**src/rtl/hazard_pkg.sv**
```systemverilog
// hazard_pkg: shared encodings for the hazard control unit.
package hazard_pkg;
  localparam int REG_W = 5;
  localparam logic [31:0] NOP_INSTR = 32'h0000_0013;
  typedef enum logic [1:0] {RUN = 2'd0, LOAD_STALL = 2'd1, MEM_WAIT = 2'd2} state_t;
endpackage

```
**src/rtl/sat_counter.sv**
```systemverilog
// sat_counter: event counter that sticks at all-ones instead of wrapping.
module sat_counter #(
  parameter int W = 32
) (
  input  logic         clk,
  input  logic         rst_n,
  input  logic         inc,
  output logic [W-1:0] count
);
  always_ff @(posedge clk or negedge rst_n)
    if (!rst_n) count <= '0;
    else if (inc && count != '1) count <= count + W'(1);
endmodule

```
**src/rtl/hazard_control_unit.sv**
```systemverilog
// hazard_control_unit: load-use stall, branch flush and memory-wait freeze control.
module hazard_control_unit
  import hazard_pkg::*;
#(
  parameter int LOAD_STALL_CYCLES = 1,
  parameter int CNT_W = 32
) (
  input  logic             clk,
  input  logic             rst_n,
  input  logic [REG_W-1:0] IF_ID_rs1,
  input  logic [REG_W-1:0] IF_ID_rs2,
  input  logic             IF_ID_use_rs1,
  input  logic             IF_ID_use_rs2,
  input  logic [REG_W-1:0] ID_EX_rd,
  input  logic             ID_EX_MemRead,
  input  logic             branch_taken,
  input  logic             mem_req,
  input  logic             mem_ready,
  output logic             pc_write,
  output logic             if_id_write,
  output logic             if_id_flush,
  output logic             id_ex_flush,
  output logic             ex_mem_flush,
  output logic             hold,
  output logic [1:0]       state,
  output logic [CNT_W-1:0] stall_cycles,
  output logic [CNT_W-1:0] flush_events
);
  state_t state_q, state_n, ret_q, ret_n, cur;
  logic [3:0] cnt_q, cnt_n;
  logic load_use, mem_busy, frozen, flush_inc;
  assign load_use = ID_EX_MemRead && ID_EX_rd != '0 &&
                    ((IF_ID_use_rs1 && ID_EX_rd == IF_ID_rs1) || (IF_ID_use_rs2 && ID_EX_rd == IF_ID_rs2));
  assign mem_busy = mem_req && !mem_ready;
  assign frozen   = state_q == MEM_WAIT && !mem_ready;
  // On the ready cycle of a memory wait, act as the state we were interrupted in.
  assign cur      = state_q == MEM_WAIT ? ret_q : state_q;
  assign state    = state_q;
  always_comb begin
    pc_write = 1'b1;
    if_id_write = 1'b1;
    if_id_flush = 1'b0;
    id_ex_flush = 1'b0;
    ex_mem_flush = 1'b0;
    hold = 1'b0;
    flush_inc = 1'b0;
    state_n = state_q;
    ret_n = ret_q;
    cnt_n = cnt_q;
    if (!rst_n) begin
      state_n = RUN;
    end else if (frozen) begin
      hold = 1'b1;
      pc_write = 1'b0;
      if_id_write = 1'b0;
    end else if (cur != RUN && cur != LOAD_STALL) begin
      state_n = RUN;
    end else if (mem_busy) begin
      hold = 1'b1;
      pc_write = 1'b0;
      if_id_write = 1'b0;
      ret_n = cur;
      state_n = MEM_WAIT;
    end else if (branch_taken) begin
      if_id_flush = 1'b1;
      id_ex_flush = 1'b1;
      ex_mem_flush = 1'b1;
      flush_inc = 1'b1;
      state_n = RUN;
      cnt_n = '0;
    end else if (cur == LOAD_STALL || load_use) begin
      pc_write = 1'b0;
      if_id_write = 1'b0;
      id_ex_flush = 1'b1;
      if (cur == RUN) begin
        state_n = LOAD_STALL_CYCLES == 1 ? RUN : LOAD_STALL;
        cnt_n = LOAD_STALL_CYCLES == 1 ? cnt_q : 4'(LOAD_STALL_CYCLES - 1);
      end else begin
        state_n = cnt_q == 4'd1 ? RUN : LOAD_STALL;
        cnt_n = cnt_q == 4'd1 ? cnt_q : cnt_q - 4'd1;
      end
    end else begin
      state_n = RUN;
    end
  end
  always_ff @(posedge clk or negedge rst_n)
    if (!rst_n) begin
      state_q <= RUN;
      ret_q <= RUN;
      cnt_q <= '0;
    end else begin
      state_q <= state_n;
      ret_q <= ret_n;
      cnt_q <= cnt_n;
    end
  sat_counter #(.W(CNT_W)) u_stall (.clk(clk), .rst_n(rst_n), .inc(!pc_write), .count(stall_cycles));
  sat_counter #(.W(CNT_W)) u_flush (.clk(clk), .rst_n(rst_n), .inc(flush_inc), .count(flush_events));
endmodule

```
**config.mk**
```make
export PLATFORM = sky130hd
export DESIGN_NAME = hazard_control_unit
export DESIGN_NICKNAME = d
export VERILOG_FILES = /design/src/rtl/hazard_pkg.sv /design/src/rtl/sat_counter.sv /design/src/rtl/hazard_control_unit.sv
export SDC_FILE = /design/constraint.sdc
export NUM_CORES = 1
export LEC_CHECK = 0
export ABC_AREA = 1
export ABC_CLOCK_PERIOD_IN_PS = 2100
export BUFFER_PORTS_ARGS = -buffer_cell sky130_fd_sc_hd__buf_2
export CAP_MARGIN = 20
export CELL_PAD_IN_SITES_DETAIL_PLACEMENT = 0
export CELL_PAD_IN_SITES_GLOBAL_PLACEMENT = 1
export CORE_MARGIN = 2
export CORE_UTILIZATION = 30
export CTS_CLUSTER_DIAMETER = 30
export DETAILED_ROUTE_END_ITERATION = 8
export PLACE_DENSITY_LB_ADDON = 0.1
export SETUP_SLACK_MARGIN = 0.2
export SLEW_MARGIN = 30
export SYNTH_ARGS = -nofsm -noshare
export SYNTH_HDL_FRONTEND = slang
export SYNTH_HIERARCHICAL = 1
export SYNTH_SLANG_ARGS = --single-unit
```
**constraint.sdc**
```tcl
create_clock -name clk -period 2.1 [get_ports clk]
set_input_delay 0.42 -clock clk [delete_from_list [all_inputs] [get_ports clk]]
set_output_delay 0.42 -clock clk [all_outputs]
set_load 0.02 [all_outputs]
```
==> flow_summary.json, run 1 <==
{
  "worstPathCellList": "inv_2, nand2_2, nor2_2, inv_2, nand2_2, nor2_4, nand2_4, clkinvlp_4, buf_6, buf_6",
  "numClockSinks": 72,
  "final-seq-area_um2": 1810,
  "worst_pin_slew_ns": 0.656,
  "p_leak_nw": 3.25,
  "hold_buffers": 0,
  "synth_top_family_by_area": "simple AND/OR/NAND/NOR gates",
  "critPathKind": "reg -> out",
  "path_buf_inv": 5,
  "synth_area_per_cell_um2": 6.45,
  "synthTopCellsByArea": "dfrtp_1 (36%), nand2_1 (25%), nor2_1 (8.5%)",
  "crit_slowest_cell": "dfrtp_2",
  "final_cell_mix": "nand2_1 (288), nor2_1 (100), buf_2 (87)",
  "root_buffer": "clkbuf_16",
  "syn-cell-area_um2": 5040,
  "start_util_pct": 30.5,
  "final_hold_viol_count": 0,
  "drv_cap": 0,
  "final_common_cell": "nand2_1",
  "via_per_inst": 4.60,
  "crit_required_ns": 1.68,
  "port_buffers": 94,
  "path_depth": 10,
  "yosysTopAreaCell": "dfrtp_1",
  "numCtsBuffers": 9,
  "cp_max_fo": 4,
  "cts_tree": "built",
  "fin_setup_tns_ns": 0,
  "p_total_mw": 3.79,
  "crit_start": "state[0]",
  "cpPeakStageDelay_ns": 0.44,
  "ys_seq_area_share_pct": 35.7,
  "insertedDiodeCount": 0,
  "cts.htree.levels": 3,
  "regToRegStartpoint": "ret_q[1]",
  "min_period_ns": 2.06,
  "skew_ns": 0.0102,
  "grt_pass1_vias": 4968,
  "synth_compound_area_share_pct": 2.26,
  "r2r_slack_ns": 0.10,
  "io_pins": 95,
  "fmax_mhz": 484,
  "clk_pin_slew_ns": 0.06,
  "status": "completed",
  "hpwl_um": 12200,
  "postSynthCellCount": 781,
  "grt_max_degree": 48,
  "setup_violations": 0,
  "min_period_over_period_pct": 98.3,
  "synthAdderAreaFrac_pct": 0.993,
  "overflow": 0,
  "synth_xor_area_share_pct": 2.78,
  "routed_wl_um": 16300,
  "cp_top_family": "buffers and inverters",
  "area_delta_synth_final_pct": 34.4,
  "final_max_slew_viol_count": 0,
  "wl_per_cell_um": 14.2,
  "die_w_um": 134,
  "yosys.area_share.simple_pct": 49.7,
  "drc": 0,
  "final_util_pct": 41.0,
  "synth_top_area_share_pct": 35.7,
  "vdd_ir_drop_max_uv": 534,
  "die_area_um2": 17900,
  "multi_input_area_um2": 3140,
  "rsz0062_at_grt": "yes",
  "grt_pass1_wl_um": 25800,
  "cp-start-kind": "flip-flop",
  "p_per_area_nw_per_um2": 559,
  "antenna_found_initial": 0,
  "drtIter0Drc": 182,
  "r2r_end": "u_flush/count[10]",
  "relSlewSlack_pct": 56.2,
  "cp-end-kind": "output pin",
  "num_rows": 47,
  "nets": 948,
  "fill_cells": 1762,
  "hold_path.class": "in -> async",
  "synth_seq_cells": 72,
  "grt_usage_pct": 18.3,
  "setup.worst_path.end": "ex_mem_flush",
  "synth.area.mux_share_pct": 0,
  "core_um2": 16500,
  "die_h_um": 134,
  "layout-drive-gt1-share_pct": 30.2,
  "cp.arrival_ns": 1.64,
  "clockBufferDepth": 2,
  "syn_nets": 808,
  "drtAntennaViolNets": 0,
  "yosysUniqueCellTypes": 28,
  "worstRegToRegCells": 13,
  "dr.pass1.iters": 5,
  "clock_latency_ns": 0.35,
  "num_vias": 5266,
  "place.gp.congestion": 0.881,
  "yosysWarnings": 6
}
## worst min-delay path by stage
stage	to	slack [ns]	depth (start not counted)
after floorplan	cnt_q[0]	0.12	0
after global placement	ret_q[0]	0.47	2
after detailed placement	ret_q[0]	0.47	2
after CTS	ret_q[1]	0.14	2
after global routing	ret_q[1]	0.15	2
final	ret_q[1]	0.13	2
## layer usage
layer  global-route usage, %  share of wire, %
met5                       0                 0
met4                    5.32               1.5
met3                    2.82               3.9
met2                    30.1                46
met1                    24.8                48
## power by group
part / total [mW] / switching [mW] / internal (mW)
logic: 0.691 / 0.413 / 0.278
clock network: 1.50 / 0.669 / 0.835
registers: 1.59 / 0.126 / 1.47
total: 3.79 / 1.21 / 2.58
## synthesized netlist by cell type (all sizes together)
master and number:
nand2 349, nor2 130, inv 86, dfrtp 72, nand3 54, nand4 20, nand3b 16, buf 12
o21ai 12, xnor2 12, a21oi 5, ha 4, xor2 4, nor3 3, o21bai 1, o22ai 1
## repair_timing
item	in CTS	in global routing
resized for setup	29	89
setup endpoints to repair	40	67
buffers inserted	11	6
pin swaps	5	32
gates cloned	1	0
## worst register-to-register path: cells and delay by family, from the launching register on
| family | cells | cell delay [ns] |
|---|---|---|
| simple gates | 9 | 0.96 |
| buf+inv | 3 | 0.32 |
| flops | 1 | 0.41 |
| compound gates | 1 | 0.20 |
## through the flow
| step | cells | hold slack (ns) | setup WS [ns] | instance area [um2] |
|---|---|---|---|---|
| after floorplan | 781 | 0.124 | 0.179 | 5120 |
| after global placement | 1112 | 0.472 | 0.0554 | 5980 |
| after detailed placement | 1112 | 0.475 | 0.0277 | 5980 |
| after CTS | 1140 | 0.143 | -0.0101 | 6440 |
| after global routing | 1146 | 0.151 | -0.0861 | 6770 |
| final | 1146 | 0.128 | 0.0355 | 6770 |
## final cells by class
class / instances / area share, %
Tap cell: 220 / 4.06
Multi-Input combinational cell: 611 / 46.3
Inverter: 86 / 5.12
Timing Repair Buffer: 141 / 13.6
Clock inverter: 6 / 0.646
Sequential cell: 72 / 26.7
Clock buffer: 10 / 3.53
## cell families after synthesis
family                   after synthesis
buffers and inverters                 98
XOR/XNOR                              16
AND/OR/NAND/NOR                      572
flip-flops                            72
adder cells (fa/ha/maj)                4
AO/OA/AOI/OAI                         19
## registers in the layout, indices dropped and copies added, names as in the netlist
register and cells:
state 2, u_flush/count 32, u_stall/count 32, ret_q 2
cnt_q 4
(Power assumes the default switching activity.)
==> run 2: changes to the inputs <==
--- a/config.mk
+++ b/config.mk
@@ -15,6 +15,7 @@
 export CORE_UTILIZATION = 30
 export CTS_CLUSTER_DIAMETER = 30
 export DETAILED_ROUTE_END_ITERATION = 8
+export MAX_ROUTING_LAYER = met4
 export PLACE_DENSITY_LB_ADDON = 0.1
 export SETUP_SLACK_MARGIN = 0.2
 export SLEW_MARGIN = 30
==> flow_summary.json, run 2 (synthesized netlist as in run 1, its figures left out) <==
{
  "p_leak_nw": 3.25,
  "place.gp.congestion": 0.895,
  "drtAntennaViolNets": 0,
  "r2r_end": "u_flush/count[10]",
  "clockBufferDepth": 2,
  "cp.arrival_ns": 1.64,
  "min_period_ns": 2.06,
  "wl_per_cell_um": 14.2,
  "numCtsBuffers": 9,
  "crit_required_ns": 1.68,
  "grt_pass1_wl_um": 25800,
  "grt_max_degree": 48,
  "area_delta_synth_final_pct": 34.4,
  "root_buffer": "clkbuf_16",
  "cp-start-kind": "flip-flop",
  "drv_cap": 0,
  "grt_usage_pct": 18.8,
  "cts_tree": "built",
  "fin_area_um2": 6780,
  "final_common_cell": "nand2_1",
  "via_per_inst": 4.60,
  "cp_max_fo": 4,
  "fmax_mhz": 485,
  "antenna_found_initial": 0,
  "start_util_pct": 30.5,
  "holdWs_ns": 0.128,
  "status": "completed",
  "vdd_ir_drop_max_uv": 534,
  "cpPeakStageDelay_ns": 0.44,
  "die_h_um": 134,
  "worstRegToRegCells": 13,
  "hold_path.class": "in -> async",
  "final_cell_mix": "nand2_1 (288), nor2_1 (100), buf_2 (87)",
  "setup.worst_path.end": "ex_mem_flush",
  "drtIter0Drc": 223,
  "cts.htree.levels": 3,
  "die_w_um": 134,
  "r2r_slack_ns": 0.09,
  "p_per_area_nw_per_um2": 559,
  "grt_pass1_vias": 4971,
  "num_vias": 5269,
  "relSlewSlack_pct": 56.6,
  "layout-drive-gt1-share_pct": 30.3,
  "critPathKind": "reg -> out",
  "core_um2": 16500,
  "final_hold_viol_count": 0,
  "hold_buffers": 0,
  "port_buffers": 94,
  "dr.pass1.iters": 5,
  "numClockSinks": 72,
  "routed_wl_um": 16200,
  "regToRegStartpoint": "ret_q[1]",
  "worst_pin_slew_ns": 0.651,
  "worstPathCellList": "inv_2, nand2_2, nor2_2, inv_2, nand2_2, nor2_4, nand2_4, clkinvlp_4, buf_6, buf_6",
  "clock_latency_ns": 0.35,
  "skew_ns": 0.0102,
  "nets": 948,
  "insertedDiodeCount": 0,
  "setup_violations": 0,
  "reg_top3": "u_flush/count: 32 flops, u_stall/count: 32 flops, cnt_q: 4 flops",
  "final_max_slew_viol_count": 0,
  "io_pins": 95,
  "drc": 0,
  "crit_slowest_cell": "dfrtp_2",
  "crit_start": "state[0]",
  "hpwl_um": 12200,
  "num_rows": 47,
  "clk_pin_slew_ns": 0.06,
  "min_period_over_period_pct": 98.3,
  "cp-end-kind": "output pin",
  "rsz0062_at_grt": "yes",
  "die_area_um2": 17900,
  "place_area_um2": 5980,
  "overflow": 0
}
-- run 2: cell types whose count changed in the layout (fill, tap and decap cells not counted) --
cell	before	now
dfrtp_1	64	63
dfrtp_2	8	9
-- run 2: stage by stage --
step	util [%]	setup TNS [ns]	instances	worst slack, ns	total power, mW
floorplan	-	0	781	0.179	1.97
global placement	36.2	0	1112	0.0554	2.18
detailed placement	36.2	0	1112	0.0277	2.19
CTS	39.0	-0.0107	1140	-0.0101	3.77
global route	41.0	-0.507	1146	-0.0852	3.98
finish	41.0	0	1146	0.0367	3.79
-- run 2: layout make-up --
| type | count | area [um2] |
|---|---|---|
| timing repair buffer | 141 | 920 |
| inverter | 86 | 347 |
| fill | 1761 | 9750 |
| multi-input combinational | 611 | 3140 |
| tap | 220 | 275 |
| clock inverter | 6 | 43.8 |
| sequential | 72 | 1810 |
| clock buffer | 10 | 239 |
-- run 2: worst min path at each step --
stage / from / to / slack [ns]
detailed placement: ret_q[0] / ret_q[0] / 0.47
CTS: rst_n / ret_q[1] / 0.14
floorplan: rst_n / cnt_q[0] / 0.12
global placement: ret_q[0] / ret_q[0] / 0.47
global route: rst_n / ret_q[1] / 0.15
finish: rst_n / ret_q[1] / 0.13
-- run 2: where the power goes --
part | internal, mW | switching (mW) | total (mW)
registers | 1.47 | 0.127 | 1.59
clock network | 0.835 | 0.666 | 1.50
logic | 0.278 | 0.413 | 0.690
total | 2.58 | 1.21 | 3.79
-- run 2: critical path: cells and delay by family, from the launching register on --
kind,cells,cell delay [ns]
buffers and inverters,5,0.54
DFF,1,0.44
and+or+nand+nor,5,0.32
-- run 2: what timing repair did --
| item | CTS | global route |
|---|---|---|
| setup endpoints to repair | 40 | 67 |
| setup buffers | 11 | 6 |
| pin swaps | 5 | 32 |
| gates resized for setup | 29 | 90 |
| cloned | 1 | 0 |
-- run 2: layer usage --
layer / global-route usage (%) / vias to the layer above / wire, um
li1: - / 2694 / -
met1: 25.0 / 2445 / 7820
met2: 30.1 / 117 / 7500
met3: 2.59 / 13 / 676
met4: 5.32 / 0 / 247
met5: - / - / 0
